==> src/rtl/autosym_pkg.sv <==
// Shared types and sizing helpers for the autosymmetric PLA evaluator.
package autosym_pkg;

   localparam int DEF_N_IN    = 23;
   localparam int DEF_K_RED   = 8;
   localparam int DEF_N_CUBES = 64;
   localparam int DEF_LANES   = 4;

   typedef enum logic [1:0] {
      S_IDLE,
      S_PROJ,
      S_SCAN,
      S_DONE
   } state_t;

   // One product term of f_k over the reduced variables z.
   typedef struct packed {
      logic                 valid;
      logic [DEF_K_RED-1:0] mask;
      logic [DEF_K_RED-1:0] value;
   } cube_t;

   function automatic int num_groups(input int n_cubes, input int lanes);
      return n_cubes / lanes;
   endfunction

   function automatic int idx_w(input int n);
      return (n > 1) ? $clog2(n) : 1;
   endfunction

endpackage

==> src/rtl/autosym_cube_match.sv <==
// Combinational comparison of one group of LANES cubes against the reduced vector z;
// reports whether any lane hits and the lowest hitting lane.
module autosym_cube_match
   import autosym_pkg::*;
#(
   parameter int LANES  = DEF_LANES,
   parameter int LANE_W = idx_w(LANES)
) (
   input  logic [DEF_K_RED-1:0] z,
   input  cube_t [LANES-1:0]    cubes,
   output logic                 hit,
   output logic [LANE_W-1:0]    lane
);

   always_comb begin
      // NOTE: combinational logic uses blocking assignments with every output defaulted first, so no latch is inferred.
      hit  = 1'b0;
      lane = '0;
      // Walk downward so the lowest hitting lane is the one left standing.
      for (int l = LANES - 1; l >= 0; l--) begin
         if (cubes[l].valid && (((z ^ cubes[l].value) & cubes[l].mask) == '0)) begin
            hit  = 1'b1;
            lane = LANE_W'(l);
         end
      end
   end

endmodule

==> src/rtl/autosym_pla_eval.sv <==
// Autosymmetric function evaluator: GF(2) projection z = beta*x followed by a cube-table scan.
// Optional feature macro: AUTOSYM_EARLY_EXIT_EN ends the scan at the first hitting group.
module autosym_pla_eval
   import autosym_pkg::*;
#(
   parameter int  N_IN    = DEF_N_IN,
   parameter int  K_RED   = DEF_K_RED,
   parameter int  N_CUBES = DEF_N_CUBES,
   parameter int  LANES   = DEF_LANES,
   parameter int  CFG_W   = (N_IN > 2 * K_RED + 1) ? N_IN : 2 * K_RED + 1,
   localparam int ADDR_W  = idx_w(K_RED + N_CUBES),
   localparam int CUBE_W  = idx_w(N_CUBES)
) (
   input  logic              clk,
   input  logic              rst_n,
   input  logic              cfg_we,
   input  logic [ADDR_W-1:0] cfg_addr,
   input  logic [CFG_W-1:0]  cfg_wdata,
   output logic              cfg_err,
   input  logic              in_valid,
   output logic              in_ready,
   input  logic [N_IN-1:0]   in_x,
   output logic              out_valid,
   input  logic              out_ready,
   output logic              out_y,
   output logic [CUBE_W-1:0] out_cube
);

   localparam int G      = num_groups(N_CUBES, LANES);
   localparam int G_W    = idx_w(G);
   localparam int LANE_W = idx_w(LANES);

`ifdef AUTOSYM_EARLY_EXIT_EN
   localparam bit EARLY_EXIT = 1'b1;
`else
   localparam bit EARLY_EXIT = 1'b0;
`endif

   // The packed cube entry is sized by the package, so the reduced width must agree with it.
   if (K_RED != DEF_K_RED) begin : g_bad_k_red
      $error("autosym_pla_eval: K_RED must equal autosym_pkg::DEF_K_RED");
   end

   state_t              state_q, state_d;
   logic [N_IN-1:0]     x_reg;
   logic [K_RED-1:0]    z_reg, z_next;
   logic [G_W-1:0]      g_q;
   logic                y_q;
   logic [CUBE_W-1:0]   cube_q;
   logic                err_q;
   logic [N_IN-1:0]     beta     [K_RED];
   cube_t               cube_mem [N_CUBES];
   cube_t [LANES-1:0]   grp;
   logic                hit;
   logic [LANE_W-1:0]   lane;
   logic                last_group;
   logic                addr_ok;

   always_comb begin
      for (int i = 0; i < K_RED; i++) begin
         z_next[i] = ^(beta[i] & x_reg);
      end
   end

   always_comb begin
      for (int l = 0; l < LANES; l++) begin
         grp[l] = cube_mem[CUBE_W'(int'(g_q) * LANES + l)];
      end
   end

   autosym_cube_match #(
      .LANES (LANES),
      .LANE_W(LANE_W)
   ) u_match (
      .z    (z_reg),
      .cubes(grp),
      .hit  (hit),
      .lane (lane)
   );

   assign last_group = (g_q == G_W'(G - 1));

   always_comb begin
      state_d = state_q;
      unique case (state_q)
         S_IDLE: if (in_valid) state_d = S_PROJ;
         S_PROJ: state_d = S_SCAN;
         S_SCAN: if (last_group || (EARLY_EXIT && hit)) state_d = S_DONE;
         S_DONE: if (out_ready) state_d = S_IDLE;
         default: state_d = S_IDLE;
      endcase
   end

   always_ff @(posedge clk or negedge rst_n) begin
      // NOTE: sequential state is updated with non-blocking assignments so every register samples pre-edge values.
      if (!rst_n) state_q <= S_IDLE;
      else        state_q <= state_d;
   end

   always_ff @(posedge clk or negedge rst_n) begin
      if (!rst_n) begin
         x_reg  <= '0;
         z_reg  <= '0;
         g_q    <= '0;
         y_q    <= 1'b0;
         cube_q <= '0;
      end else begin
         unique case (state_q)
            S_IDLE: if (in_valid) x_reg <= in_x;
            S_PROJ: begin
               z_reg  <= z_next;
               g_q    <= '0;
               y_q    <= 1'b0;
               cube_q <= '0;
            end
            S_SCAN: begin
               g_q <= g_q + 1'b1;
               if (hit && !y_q) begin
                  y_q    <= 1'b1;
                  cube_q <= CUBE_W'(int'(g_q) * LANES + int'(lane));
               end
            end
            default: ;
         endcase
      end
   end

   assign addr_ok = (int'(cfg_addr) < K_RED + N_CUBES);

   // NOTE: the tables are flops, not RAM, so they are reset: an empty table must evaluate to 0 after reset.
   always_ff @(posedge clk or negedge rst_n) begin
      if (!rst_n) begin
         err_q <= 1'b0;
         for (int i = 0; i < K_RED; i++)   beta[i]     <= '0;
         for (int c = 0; c < N_CUBES; c++) cube_mem[c] <= '0;
      end else begin
         err_q <= cfg_we && ((state_q != S_IDLE) || !addr_ok);
         if (cfg_we && (state_q == S_IDLE)) begin
            for (int i = 0; i < K_RED; i++) begin
               if (int'(cfg_addr) == i) beta[i] <= cfg_wdata[N_IN-1:0];
            end
            for (int c = 0; c < N_CUBES; c++) begin
               if (int'(cfg_addr) == K_RED + c) cube_mem[c] <= cube_t'(cfg_wdata[2*K_RED:0]);
            end
         end
      end
   end

   assign in_ready  = (state_q == S_IDLE);
   assign out_valid = (state_q == S_DONE);
   assign out_y     = y_q;
   assign out_cube  = cube_q;
   assign cfg_err   = err_q;

endmodule
==> config.mk <==
export PLATFORM = sky130hd
export DESIGN_NAME = autosym_pla_eval
export DESIGN_NICKNAME = d
export VERILOG_FILES = /design/src/rtl/autosym_pkg.sv /design/src/rtl/autosym_cube_match.sv /design/src/rtl/autosym_pla_eval.sv
export SDC_FILE = /design/constraint.sdc
export NUM_CORES = 2
export LEC_CHECK = 0
export ABC_AREA = 1
export CAP_MARGIN = 20
export CORE_MARGIN = 1.5
export CORE_UTILIZATION = 45
export DETAILED_ROUTE_END_ITERATION = 16
export PLACE_DENSITY = 0.58
export SYNTH_ARGS = -nofsm -noshare
export SYNTH_HDL_FRONTEND = slang
export SYNTH_SLANG_ARGS = --single-unit
export TNS_END_PERCENT = 1
==> constraint.sdc <==
create_clock -name clk -period 4.5 [get_ports clk]
set_input_delay 0.9 -clock clk [delete_from_list [all_inputs] [get_ports clk]]
set_output_delay 0.9 -clock clk [all_outputs]
set_load 0.02 [all_outputs]
==> results.py <==
metrics = {
    "clock_tree": {
        "htree_levels": 4,
        "worstSkewPairLatency_ns": 0.77,
        "cts-root-buf": "clkbuf_16",
        "clockBufferDepth": 3,
        "path_clk_slew_ns": 0.06,
        "cts_setup_buffers": 0,
        "cts.sinks": 1317,
        "ctsResizeCount": 0,
        "cts_tree": "built",
        "cts_made_buffers": 145,
        "postCtsHoldBufs": 0,
    },
    "worst_setup_path": {
        "cp-end-kind": "register",
        "slowest_delay_ns": 0.54,
        "crit_chain": "buf_12 > nand2_1 > nand3_1 > nand3_1 > nand2_1 > nand2_1 > nand2_1 > nand2_1 > nand3_1 > nand2_1 > nor2_1 > nand3_1 > nand2_2 > o21ai_4 > nand3_1 > nand2_1",
        "critPathMostFrequentCell": "nand2_1",
        "critPathSlowestCell": "dfrtp_4",
        "worst-setup-path-type": "register to register",
        "critPathBufInv": 1,
        "crit_arrival_ns": 4.17,
        "r2r_cells": 16,
        "r2r-end": "out_cube[1]",
        "cp.required_ns": 5.16,
        "critPathLaunchType": "register",
        "r2r-start": "g_q[0]",
        "reg2reg_slack_ns": 0.99,
        "critical_path.top_delay_family": "simple AND/OR/NAND/NOR gates",
        "crit_fanout": 185,
    },
    "global_route": {
        "grt_pass1_vias": 47635,
        "grt_pass1_wl_um": 298700,
        "track_usage_pct": 28.18,
        "grt_max_degree": 201,
        "antenna_found_initial": 14,
        "grt_overflow_total": 0,
    },
    "layout": {
        "flow.area_growth_from_synthesis_pct": 11.22,
        "final_common_cell": "nand2_1",
        "final_cell_mix": "nand2_1, o21ai_0, dfrtp_1",
        "layout-drive-gt1-share_pct": 6.299,
        "fin_nets": 7452,
        "largest_reg_flops": 1088,
    },
    "synthesis": {
        "seq_area_frac_synth_pct": 53.88,
        "postSynth.asyncResetShare_pct": 100.0,
        "avgSynthCellArea_um2": 8.060,
        "synth_top_area_share_pct": 53.88,
        "synth_edf_count": 0,
        "synthCells": 7589,
        "syn_area_mm2": 0.06117,
        "synth_cell_types": 38,
        "synth-seq-cells": 1317,
        "ys_top_cells_by_area": "dfrtp_1, nand2_1, o21ai_0",
        "synth_ff_type": "dfrtp_1",
        "synth.net_count": 7652,
        "yosysWarningCount": 0,
        "synth_top_area_cell": "dfrtp_1",
    },
    "sta": {
        "period_share_pct": 77.96,
        "tns_ns": 0,
        "timing.final.ws_setup_ns": 0.9919,
        "period_needed_ns": 3.508,
        "drv_slew": 0,
        "setup_viol": 0,
        "tightestPinTransition_ns": 1.174,
        "fmax_mhz": 285.1,
        "grt_setup_unrepaired": "false",
        "clock_skew_ns": 0.02238,
        "hold_viol": 0,
        "fin_hold_ws_ns": 0.07438,
        "maxSlewHeadroom_pct": 21.71,
    },
    "drt": {
        "avgViaCountPerCell": 5.453,
        "drt-total-wl_um": 192400,
        "wl_met3_um": 12410,
        "post_drt_wl_per_cell_um": 20.75,
        "firstDrtPassIters": 8,
        "top_layer_used": "met5",
        "dr.first_iter.drc_count": 4954,
        "wl_met2_um": 87700,
        "drc": 0,
        "ant_nets": 0,
        "vias": 50585,
        "drt-met1-wl_um": 86770,
    },
    "floorplanning": {
        "rows": 135,
        "dieWidth_um": 371.7,
        "dieArea_mm2": 0.1381,
        "core-area_mm2": 0.1351,
        "start_util_pct": 45.26,
        "num_io_pins": 68,
        "die_y_um": 371.7,
    },
    "placed_design": {
        "portBuffers": 67,
        "post-place-ws_ns": 0.9335,
        "dp_hpwl_um": 112800,
        "gp_congestion": 0.8291,
    },
    "flow_run": {
        "cap_violations": 0,
    },
    "worst_hold_path": {
        "hold_class": "primary input to asynchronous set/reset pin",
    },
    "pwr": {
        "vdd_drop_max_v": 0.0005109,
        "powerDensity_mw_per_mm2": 465.1,
        "power_mw": 31.64,
        "p_leak_nw": 30.53,
    },
    "run_status": {
        "status": "finished, final reports clean",
    },
}
## layout make-up
cell class | count | area (µm²)
repair buffers | 252 | 2603
multi-input cells | 5392 | 24450
inverters | 281 | 1081
fillers | 13057 | 67100
clock inverters | 24 | 279.0
clock buffers | 227 | 4415
flip-flops and latches | 1317 | 32970
diodes | 2 | 5.005
well taps | 1781 | 2228
## logic make-up (layout without fill, tap and decap cells)
group / Yosys count / count (layout) / share of synthesized area [%]
xor+xnor: 177 / 177 / 2.534
other cells: 0 / 2 / 0
mux: 23 / 23 / 0.4234
fa+ha+maj: 5 / 5 / 0.1023
compound gates: 1508 / 1508 / 12.65
simple gates: 3679 / 3679 / 24.21
buf+inv: 880 / 784 / 6.200
flops: 1317 / 1317 / 53.88
## metrics by stage
stage          utilization (%)  cell area [µm²]  cells
4_1_cts                  50.34            68020   9274
3_3_place_gp             46.85            63310   9022
5_1_grt                  50.34            68020   9274
3_5_place_dp             46.86            63330   9023
2_1_floorplan                -            61170   7589
6_report                 50.34            68030   9276
## how the worst max path moves through the flow
stage | from | endpoint | slack (ns) | depth (start not counted)
2_1_floorplan | cfg_addr[6] | cube_mem[342] | 2.00 | 7
3_3_place_gp | cfg_we | beta[176] | 0.98 | 9
3_5_place_dp | cfg_we | beta[170] | 0.93 | 9
4_1_cts | state_q[0] | in_ready | 1.06 | 4
5_1_grt | g_q[0] | out_cube[3] | 0.81 | 17
6_report | g_q[0] | out_cube[1] | 0.99 | 16
## synthesized netlist by cell type, types with 3 or more instances
cell         n
o221ai_1    12
or2_2       14
nor2_1     264
buf_4       34
dfrtp_1   1317
buf_2      117
a31oi_1      3
nand3_1    719
buf_6       28
o21ai_0   1374
mux2_2      23
buf_1       31
o211ai_1    44
inv_1      276
ha_1         5
a21oi_1     45
o22ai_1      4
xor2_1      49
clkbuf_1   389
nand2_2      4
nor4_1       4
nor3_1      10
xnor2_1    128
nand2_1   2656
o21ai_1     22
## power by group
| group | total, mW | internal (mW) | switching (mW) |
|---|---|---|---|
| sequential | 13.3 | 12.5 | 0.751 |
| clock | 11.9 | 6.99 | 4.86 |
| combinational | 6.51 | 1.95 | 4.56 |
## worst register-to-register path: cells and delay by family (launching register included)
| kind | cells | cell delay [ns] |
|---|---|---|
| AOI/OAI and AO/OA | 1 | 0.11 |
| DFF | 1 | 0.54 |
| buffers and inverters | 1 | 0.48 |
| and+or+nand+nor | 14 | 2.26 |
## per-layer routing
metal  global-route usage [%]  up-vias
li1                         -    24108
met5                        0        -
met3                    4.247      266
met1                    40.34    24603
met2                    44.13     1594
met4                    8.513       14
Note: power is estimated with default switching activity, not from simulation.
